File: config.mk
export PLATFORM = sky130hd
export DESIGN_NAME = writeback_queue
export DESIGN_NICKNAME = d
export VERILOG_FILES = /design/src/rtl/writeback_queue_pkg.sv /design/src/rtl/writeback_queue_fifo.sv /design/src/rtl/writeback_queue.sv
export SDC_FILE = /design/constraint.sdc
export NUM_CORES = 1
export LEC_CHECK = 0
export CAP_MARGIN = 5
export CORE_MARGIN = 10
export CORE_UTILIZATION = 50
export DETAILED_ROUTE_END_ITERATION = 6
export PLACE_DENSITY = 0.84
export SLEW_MARGIN = 20
export SYNTH_ARGS = -nofsm -noshare
export SYNTH_HDL_FRONTEND = slang
export SYNTH_SLANG_ARGS = --single-unit
File: constraint.sdc
create_clock -name clk -period 2.37 [get_ports clk]
set_input_delay 0.474 -clock clk [delete_from_list [all_inputs] [get_ports clk]]
set_output_delay 0.474 -clock clk [all_outputs]
set_load 0.03 [all_outputs]
File: src/rtl/writeback_queue_pkg.sv
// Constants and types shared by the write-back path, the register file and decode.
// Round-robin encoding and the arbiter's pointer-update rule live here as well.
package writeback_queue_pkg;

   localparam int REG_ADDR_W = 4;
   localparam int REG_COUNT  = 16;

   typedef enum logic {
      RR_MEM = 1'b0,
      RR_ALU = 1'b1
   } rr_e;

   // After a contested grant the priority moves to the source that lost.
   function automatic rr_e rr_loser(input logic granted_alu);
      rr_e v_next;
      if (granted_alu) begin
         v_next = RR_MEM;
      end else begin
         v_next = RR_ALU;
      end
      return v_next;
   endfunction

endpackage

File: src/rtl/writeback_queue_fifo.sv
// Circular buffer for write-back entries: storage, head/tail pointers and occupancy.
// Clear discards the contents by resetting pointers and count; storage keeps stale data.
module writeback_fifo #(
   parameter int WIDTH = 20,
   parameter int DEPTH = 4
) (
   input  logic                     clk,
   input  logic                     reset_asynchronous_n,
   input  logic                     i_push,
   input  logic                     i_pop,
   input  logic                     i_clear,
   input  logic [WIDTH-1:0]         i_data,
   output logic [WIDTH-1:0]         o_data,
   output logic [$clog2(DEPTH):0]   o_count,
   output logic                     o_full,
   output logic                     o_empty
);

   localparam int PW = $clog2(DEPTH);
   localparam int CW = PW + 1;

   logic [WIDTH-1:0] r_mem [DEPTH];
   logic [PW-1:0]    r_head;
   logic [PW-1:0]    r_tail;
   logic [CW-1:0]    r_count;

   // Entry storage; written only at the tail on an accepted push.
   always_ff @(posedge clk or negedge reset_asynchronous_n) begin
      if (!reset_asynchronous_n) begin
         for (int i = 0; i < DEPTH; i++) begin
            r_mem[i] <= {WIDTH{1'b0}};
         end
      end else if (i_push && !i_clear) begin
         r_mem[r_tail] <= i_data;
      end else begin
         r_mem[r_tail] <= r_mem[r_tail];
      end
   end

   // Pointers and occupancy; pointers wrap naturally because DEPTH is a power of two.
   always_ff @(posedge clk or negedge reset_asynchronous_n) begin
      if (!reset_asynchronous_n) begin
         r_head  <= {PW{1'b0}};
         r_tail  <= {PW{1'b0}};
         r_count <= {CW{1'b0}};
      end else if (i_clear) begin
         r_head  <= {PW{1'b0}};
         r_tail  <= {PW{1'b0}};
         r_count <= {CW{1'b0}};
      end else begin
         if (i_push) begin
            r_tail <= r_tail + PW'(1);
         end else begin
            r_tail <= r_tail;
         end
         if (i_pop) begin
            r_head <= r_head + PW'(1);
         end else begin
            r_head <= r_head;
         end
         case ({i_push, i_pop})
            2'b10:   r_count <= r_count + CW'(1);
            2'b01:   r_count <= r_count - CW'(1);
            default: r_count <= r_count;
         endcase
      end
   end

   assign o_data  = r_mem[r_head];
   assign o_count = r_count;
   assign o_full  = (r_count == CW'(DEPTH));
   assign o_empty = (r_count == {CW{1'b0}});

endmodule

File: src/rtl/writeback_queue.sv
// Write-back queue: round-robin arbitration of ALU and load writes into a FIFO that
// drains one entry per cycle into the register file write port.
module writeback_queue
   import writeback_queue_pkg::*;
#(
   parameter int W     = 16,
   parameter int DEPTH = 4
) (
   input  logic                     clk,
   input  logic                     reset_asynchronous_n,
   input  logic                     inp_flush,
   input  logic                     inp_hold,
   input  logic                     inp_alu_valid,
   input  logic [REG_ADDR_W-1:0]    inp_alu_address,
   input  logic [W-1:0]             inp_alu_data,
   output logic                     out_alu_ready,
   input  logic                     inp_mem_valid,
   input  logic [REG_ADDR_W-1:0]    inp_mem_address,
   input  logic [W-1:0]             inp_mem_data,
   output logic                     out_mem_ready,
   output logic                     out_write_enable,
   output logic [REG_ADDR_W-1:0]    out_write_address,
   output logic [W-1:0]             out_write_data,
   output logic [$clog2(DEPTH):0]   out_count,
   output logic                     out_full,
   output logic                     out_empty
);

   localparam int EW = W + REG_ADDR_W;

   rr_e           r_rr;
   logic          w_deq;
   logic          w_space;
   logic          w_open;
   logic          w_contested;
   logic          w_grant_alu;
   logic          w_grant_mem;
   logic          w_push;
   logic [EW-1:0] w_push_data;
   logic [EW-1:0] w_head;

   assign w_deq       = !out_empty && !inp_hold && !inp_flush;
   assign w_space     = !out_full || w_deq;
   // Readies must read low while reset is held, even though an empty queue has space.
   assign w_open      = w_space && !inp_flush && reset_asynchronous_n;
   assign w_contested = inp_alu_valid && inp_mem_valid;

   // Grant selection: a lone requester wins, a tie goes to the round-robin favourite.
   always_comb begin
      w_grant_alu = 1'b0;
      w_grant_mem = 1'b0;
      if (w_open) begin
         if (w_contested) begin
            if (r_rr == RR_ALU) begin
               w_grant_alu = 1'b1;
            end else begin
               w_grant_mem = 1'b1;
            end
         end else if (inp_alu_valid) begin
            w_grant_alu = 1'b1;
         end else if (inp_mem_valid) begin
            w_grant_mem = 1'b1;
         end else begin
            w_grant_alu = 1'b0;
            w_grant_mem = 1'b0;
         end
      end else begin
         w_grant_alu = 1'b0;
         w_grant_mem = 1'b0;
      end
   end

   assign out_alu_ready = w_open && ((r_rr == RR_ALU) || !inp_mem_valid);
   assign out_mem_ready = w_open && ((r_rr == RR_MEM) || !inp_alu_valid);

   assign w_push      = w_grant_alu || w_grant_mem;
   assign w_push_data = w_grant_alu ? {inp_alu_address, inp_alu_data}
                                    : {inp_mem_address, inp_mem_data};

   // Round-robin pointer: moves only on a contested grant, cleared by flush.
   always_ff @(posedge clk or negedge reset_asynchronous_n) begin
      if (!reset_asynchronous_n) begin
         r_rr <= RR_MEM;
      end else if (inp_flush) begin
         r_rr <= RR_MEM;
      end else if (w_push && w_contested) begin
         r_rr <= rr_loser(w_grant_alu);
      end else begin
         r_rr <= r_rr;
      end
   end

   writeback_fifo #(
      .WIDTH (EW),
      .DEPTH (DEPTH)
   ) u_fifo (
      .clk                  (clk),
      .reset_asynchronous_n (reset_asynchronous_n),
      .i_push               (w_push),
      .i_pop                (w_deq),
      .i_clear              (inp_flush),
      .i_data               (w_push_data),
      .o_data               (w_head),
      .o_count              (out_count),
      .o_full               (out_full),
      .o_empty              (out_empty)
   );

   assign out_write_enable  = w_deq;
   assign out_write_address = w_head[EW-1:W];
   assign out_write_data    = w_head[W-1:0];

endmodule

==> results.md, run 1 <==
- The H-tree depth reported by CTS is 3.
- After clock tree synthesis, the clock-pin slew on the worst setup and hold paths is roughly 80 ps.
- The arrival time at the worst endpoint is 1810 ps.
- Summed over all layers, the global routing overflow is 0.
- The region available for standard cell placement spans 10,420 sq um.
- The cell at the root of the clock tree is sky130_fd_sc_hd__clkbuf_8.
- The total iterations of the first detailed-routing run is 5.
- The launch instance of the worst register-to-register path is u_fifo.o_count[0].
- The worst register-to-register path has a depth of 8.
- In the synthesized netlist the async set-or-reset flop fraction comes to 1.000.
- For the pin with the worst max-slew slack, the measured transition is slightly below 800 ps.
- The count of endpoints failing hold in the final timing report is 0.
- The net switching share of the total power is 0.3783.
- The total I/O pin count is 74.
- The storage element area is between 2000 and 2500 sq um.
- The count of fill cells added during filler insertion is between 700 and 800.
- The worst register-to-register path ends at u_fifo.o_count[2].
- The worst clock skew is a little under 10 ps.
- Setup repair after global routing left no endpoint under its margin.
- In this run, CTS created clock tree buffers numbering 9.
- The sequential-to-total area share from yosys stat is 0.4085.
- The number of cells produced by synthesis is roughly 430.
- The area growth from synthesis to layout is 23.84%.
- The remaining antenna violation count after routing is 0.
- Of the total power, registers draw 0.374.
- The detailed-route via count is about 4,600.
- Buffers inserted to repair hold after CTS numbered 0.
- The count of buffers inserted at the top-level ports is 73.
- The max-slew violation count came to 0.
- The combinational fraction of design power is 0.469.
- Setup violations remaining at the end of the flow were counted as 0.
- Synthesis inferred 88 register bits.
- The global-route wire length before repair is about 26,000 microns.
- The first routing iteration left ~500 violations.
- In the synthesized netlist the dominant register cell turns out to be sky130_fd_sc_hd__dfrtp_1.
- Of the post-synthesis cell area, the dominant cell type holds 0.4085.
- In the final layout, the multi-input gates occupy ~3000 sq um.
- The worst setup path is captured at an output pin.
- Ranked by total cell area, the synthesized netlist is headed by sky130_fd_sc_hd__dfrtp_1, sky130_fd_sc_hd__mux4_2, sky130_fd_sc_hd__a221o_1.
- The number of clock sinks seen by CTS is between 80 and 90.
- The mean post-synth cell area is 12.48 sq um.
- The synthesized netlist net count is between 400 and 500.
- The combined area of all synthesized cells is around 5400 sq um.
- Hold timing on the final database bottoms out at a slack of ~130 ps.
- The later-pin clock latency in the skew report is between 300 and 400 ps.
- The average wire per standard cell is 24.79 microns.
- The final layout contains 570 nets.
- 0 antenna diodes ended up in the layout.
- The full die area is about 15,000 sq um.
- Along the worst path, the maximum fanout reaches 14.
- The post-detailed-route via-to-cell ratio is a little under 7.
- The horizontal die dimension is between 100 and 150 microns.
- The final total negative setup slack is 0 ps.
- sky130_fd_sc_hd__dfrtp_1 takes more of the synthesized area than any other cell.
- The floorplan row count is 37.
- The leakage power is roughly 0.0028 uW.
- In this run the power spent charging and discharging nets is 2534 uW.
- In this run the power density over the cells is roughly 1000 nW/um^2.
- The worst setup path is launched from a flop.
- After detailed routing, the number of remaining DRC violations is 0.
- The initial utilization of the core area, before any placement, comes to 0.5175.
- For this run, the total global-route usage over all layers was measured as 0.2168.
- The final layout contains routed wiring with a total length of between 15,000 and 20,000 microns.
- The maximum vdd drop is around 0.55 mV.
- The chip height is between 100 and 150 microns.
- The dominant cell by count in the synthesized netlist is sky130_fd_sc_hd__dfrtp_1.
- The worst path in the final design needs a cycle of around 2300 ps, including I/O delays and setup.
- The worst setup path is of the reg -> out kind.
- In this run the register-to-register setup slack is 260 ps.
- The final standard cell utilization of the core is 0.6408.
- Sorting the synthesized cells by how often they occur yields sky130_fd_sc_hd__dfrtp_1, sky130_fd_sc_hd__a221o_1, sky130_fd_sc_hd__o21a_1, sky130_fd_sc_hd__mux4_2.
- Entering global routing, the biggest net connects 63 pins.
- The detailed placer's ending HPWL is 11,010 microns.
- The maximum buffer depth of the clock tree is 2.
- The clock tree from TritonCTS is built.
- The count of warnings emitted by yosys is 0.
- The relative max-transition margin is 0.4759.
- Of the available clock period, the critical path in the final layout requires 0.9642.
- The clock network fraction of design power is 0.157.
- The number of enable flip-flop cells after synthesis is 0.
- The ratio of cells with drive above 1 in the final layout is 0.2576.
- Across the run, the number of max-cap violations was 0.
- The flow ran to the end, and the final reports show no timing, DRC or antenna violations.
- Derived from the worst setup path, the maximum achievable clock frequency is about 440 MHz.
- The worst path required time is between 1500 and 2000 ps.
- Cell internal power was estimated by the tool at around 4200 uW.
- The number of global-route vias before repair is roughly 4,700.
- At the end of routability-driven placement, the weighted congestion stood at roughly 0.9.
- The path category of the worst min-delay check is in -> async.
- The count of different cell masters after synthesis is 34.
- The number of antenna violations at the first check in global routing is 0.
[metrics by stage]
stage               cell area [sq um]  setup WS [ps]  power (uW)  cells
detailed placement               6446         -140.7        5595    642
global placement                 6446         -55.98        5467    642
finish                           6675          84.84        6698    660
global route                     6675          44.22        7024    660
floorplan                        5410          41.37        4556    432
CTS                              6643          6.786        6638    658
[area by class of cell]
cell class	count	area share
multi-input cells	296	0.4530
flip-flops and latches	88	0.3306
repair buffers	118	0.1590
well taps	136	0.02549
clock buffers	12	0.02174
clock inverters	4	0.006748
inverters	6	0.003374
[power groups by stage]
stage          combinational [uW]  sequential [uW]  clock, uW
6_report                     3140             2510       1050
5_1_grt                      3340             2560       1120
4_1_cts                      3090             2500       1050
3_5_place_dp                 3080             2520          0
3_3_place_gp                 3010             2460          0
2_1_floorplan                2170             2380          0
[how the worst max path moves through the flow]
stage,start,to,slack (ps)
2_1_floorplan,u_fifo.o_count[2],u_fifo.o_count[2],40
3_3_place_gp,inp_hold,u_fifo.o_count[2],-60
3_5_place_dp,inp_hold,u_fifo.o_count[2],-140
6_report,u_fifo.r_head[1],out_write_data[0],80
4_1_cts,u_fifo.r_head[0],out_write_data[4],7
5_1_grt,u_fifo.r_head[1],out_write_data[4],40
[cell usage in the layout, fill, tap and decap left out, types with 2 or more instances in the layout]
master                            Yosys  final
sky130_fd_sc_hd__inv_1                6      6
sky130_fd_sc_hd__ha_1                 4      4
sky130_fd_sc_hd__a21boi_0            20     20
sky130_fd_sc_hd__clkbuf_8             0     10
sky130_fd_sc_hd__buf_4                0     63
sky130_fd_sc_hd__nor3_4               1      2
sky130_fd_sc_hd__buf_12               0      3
sky130_fd_sc_hd__nor4_2               0      4
sky130_fd_sc_hd__mux4_2              40     40
sky130_fd_sc_hd__nor2b_1              3      3
sky130_fd_sc_hd__o21a_1              80     80
sky130_fd_sc_hd__mux2i_1              2      2
sky130_fd_sc_hd__dfrtp_2              0      4
sky130_fd_sc_hd__xnor2_1              4      4
sky130_fd_sc_hd__clkdlybuf4s50_1      0     47
sky130_fd_sc_hd__dlygate4sd2_1        0      2
sky130_fd_sc_hd__nand2b_1             4      4
sky130_fd_sc_hd__and3_1              21     21
sky130_fd_sc_hd__a221o_1             80     80
sky130_fd_sc_hd__nor2_1              14     14
sky130_fd_sc_hd__clkbuf_1            21      2
sky130_fd_sc_hd__dfrtp_1             88     84
sky130_fd_sc_hd__clkinv_2             0      3
sky130_fd_sc_hd__nand4_1              3      3
sky130_fd_sc_hd__dlymetal6s2s_1       0      2
[routing by layer]
metal	share of wire	track usage	wire [microns]	up-vias
li1	-	-	-	1971
met1	0.39	0.2668	6389	2307
met2	0.51	0.3563	8280	248
met3	0.080	0.04661	1307	35
met4	0.024	0.1041	385	0
met5	0	0	0	-
[what timing repair did]
| item | CTS | global route |
|---|---|---|
| resized for setup | 5 | 2 |
| buffers inserted | 0 | 2 |
| setup endpoints to repair | 15 | 15 |
[state kept, by name, summed over array words and instances (netlist names)]
signal	flops
u_fifo.r_mem	80
u_fifo.o_count	3
u_fifo.r_head	2
u_fifo.r_tail	2
r_rr	1
[logic make-up (layout without fill, tap and decap cells)]
family | after synthesis | count (layout) | synth area share
xor+xnor | 5 | 5 | 0.008124
simple gates | 58 | 58 | 0.06500
compound gates | 185 | 185 | 0.2943
buf+inv | 48 | 140 | 0.03807
fa+ha+maj | 5 | 5 | 0.01300
flops | 88 | 88 | 0.4085
mux | 43 | 43 | 0.1729
[critical path: stages, from the launching register on]
cell                      delay, ps
sky130_fd_sc_hd__dfrtp_1        540
sky130_fd_sc_hd__buf_4          350
sky130_fd_sc_hd__mux4_2         370
sky130_fd_sc_hd__buf_4          190
Power figures use the tool's default switching activity.
==> run 2: changes to the inputs <==
clock period = 2.73 ns   (was 2.37 ns; I/O delays follow)
==> results.md, run 2 (synthesis gave the netlist of run 1 again) <==
- The run finished with clean final reports.
- The detailed placer's ending HPWL is 11,100 microns (+0.84%).
- The antenna diode instance count is 0 (unchanged).
- The remaining antenna violation count after routing was 0 (unchanged).
- The core region area is 10,420 sq um (unchanged).
- The maximum vdd drop was 0.5041 mV (-8.1%).
- The chip height is 123.8 microns (unchanged).
- The post-cts resize count is 0 (-5).
- The detailed-route via count is 4,590 (+0.64%).
- In the layout the commonest cells are sky130_fd_sc_hd__dfrtp_1, sky130_fd_sc_hd__o21a_1, sky130_fd_sc_hd__a221o_1, sky130_fd_sc_hd__clkdlybuf4s50_1, sky130_fd_sc_hd__buf_4.
- The worst setup path is launched from a flop.
- The flip-flop count of the largest register after layout came to 80 (unchanged).
- The max-slew violation count came to 0 (unchanged).
- The total power divided by cell area came to 877.3 nW/um^2 (-13%).
- The full die area is 15,330 sq um (unchanged).
- The post-route clock period utilization is 0.9804.
- The clock period minus final worst setup slack is 2677 ps.
- The number of clock sinks seen by CTS is 88 (unchanged).
- The path category of the worst min-delay check is in -> async.
- The area taken by multi-input logic gates is 3013 sq um (-0.37%).
- The worst clock skew came to 5.578 ps (-4.295 ps).
- The depth of the worst register-to-register path is 8 (unchanged).
- The largest fanout on the critical path is 12 (-2).
- The total iterations of the first detailed-routing run is 5 (unchanged).
- The maximum number of pins on one net before global-route repair is 82 (+30%).
- The library cell used most frequently in the layout, excluding fill and tap cells, is sky130_fd_sc_hd__dfrtp_1.
- Setup repair after global routing left no endpoint under its margin.
- The count of buffers inserted at the top-level ports is 73 (unchanged).
- The relative max-transition margin is 0.5009 (+0.02503).
- The class of the most critical setup path is reg -> out.
- The residual DRC count was 0 (unchanged).
- The count of endpoints failing hold in the final timing report is 0 (unchanged).
- The clock tree from TritonCTS is built.
- The sort of element at the end of the critical path is an output pin.
- The count of fill cells added during filler insertion came to 793 (+0.63%).
- The horizontal die dimension is 123.8 microns (unchanged).
- The H-tree depth reported by CTS is 3 (unchanged).
- The total power draw is 5817 uW (-13%).
- The initial core utilization was 0.5175 (unchanged).
- The worst path required time is 2180 ps (+280 ps).
- The last weighted congestion value of the routability-driven placer is 0.8609 (-6.5%).
- The starting DRC count in detailed routing came to 617 (+22%).
- The post-detailed-route via-to-cell ratio was 7.008 (+1.4%).
- The number of violations of the max-capacitance limit is 0 (unchanged).
- The setup slack after layout is 53.41 ps (-31.43 ps).
- The later-pin clock latency in the skew report came to 360 ps (about the same).
- The total number of nets in the final design is 565 (-0.88%).
- The transition time at the pin with the least slew margin came to 748.6 ps (-37.55 ps).
- The cell at the root of the clock tree is sky130_fd_sc_hd__clkbuf_8.
- The number of setup violations in the final report is 0 (unchanged).
- The number of buffers inserted to repair setup after CTS came to 0 (unchanged).
- The cell area reported after detailed placement came to 6429 sq um (-0.27%).
- The storage element area came to 2202 sq um (-0.23%).
- The largest register by flop count is u_fifo.r_mem.
- The number of antenna violations at the first check in global routing is 0 (unchanged).
- The number of buffers added to fix hold violations after cts is 0 (unchanged).
- The total grt overflow is 0 (unchanged).
- The final standard cell area without fillers is 6630 sq um (-0.67%).
- The total I/O pin count is 74 (unchanged).
- The area growth from synthesis to final layout is 23.00%.
- The clock-pin slew on the worst setup and hold paths came to 90 ps (about the same).
- The leakage power was 0.002771 uW (-2.3%).
- The worst setup slack after placement is 120.6 ps (+261.3 ps).
- The aggregate routed wire length is 16,350 microns (-0.10%).
- The fmax is 373.6 MHz.
- The final total negative setup slack is 0 ps (unchanged).
- The arrival time at the worst endpoint is 2130 ps (+320 ps).
- The global-route wire length before repair was 26,340 microns (+1.9%).
- The maximum buffer depth of the clock tree is 2 (unchanged).
- The number of global-route vias before repair is 4,913 (+3.6%).
- The overall global routing resource usage is 0.2193 (+0.002570).
- The ratio of cells with drive above 1 in the final layout is 0.2274 (-0.03027).
- The number of placed instances with taps included is 639 (-0.47%).
- The final standard cell count with taps included and fillers excluded was 655 (-0.76%).
- The average wire per standard cell is 24.95 microns (+0.66%).
- The total clock buffers created by CTS is 9 (unchanged).
- The floorplan row count came to 37 (unchanged).
-- run 2: cell types whose count changed in the layout (fill, tap and decap cells not counted), sizes merged --
cell,before,now
buf,67,54
clkbuf,12,10
clkdlybuf4s50,47,58
clkinv,3,1
clkinvlp,0,2
dlygate4sd2,2,0
dlymetal6s2s,2,1
inv,6,8
-- run 2: layer usage --
metal	up-vias	wire (microns)	part of all wire	GRT usage
li1	1956	-	-	-
met1	2275	6165	0.38	0.2723
met2	313	8122	0.50	0.3589
met3	46	1622	0.099	0.05339
met4	0	434	0.027	0.09316
met5	-	0	0	0
-- run 2: path summary, 6_finish.rpt --
kind | slack [ps] | startpoint | to
min in group clk | 540 | u_fifo.r_mem[9] | u_fifo.r_mem[9]
worst max register to register | 510 | u_fifo.o_count[0] | u_fifo.o_count[2]
max in group asynchronous | 1760 | reset_asynchronous_n | u_fifo.r_mem[27]
worst min register to register | 540 | u_fifo.r_mem[9] | u_fifo.r_mem[9]
worst max-delay path | 50 | u_fifo.r_head[0] | out_write_data[9]
worst min-delay path | 10 | reset_asynchronous_n | u_fifo.r_head[1]
-- run 2: layout make-up --
type	instances	share of cell area
Clock inverter	6	0.01019
Tap cell	136	0.02567
Timing Repair Buffer	113	0.1549
Inverter	6	0.003397
Multi-Input combinational cell	296	0.4544
Sequential cell	88	0.3321
Clock buffer	10	0.01925
-- run 2: critical path, cell delays in order, from the launching register on --
cell and delay, ps:
sky130_fd_sc_hd__dfrtp_1 420, sky130_fd_sc_hd__buf_12 190, sky130_fd_sc_hd__mux4_2 540, sky130_fd_sc_hd__clkdlybuf4s50_1 610
-- run 2: power breakdown --
group	switching, uW	internal (uW)	total [uW]
clock	497	429	926
combinational	1310	1420	2720
sequential	409	1760	2170
-- run 2: through the flow --
stage,utilization,hold WS [ps]
floorplan,-,250.4
CTS,0.6359,3.693
global placement,0.6172,390.8
detailed placement,0.6172,395.1
finish,0.6365,10.27
global route,0.6365,0.1869
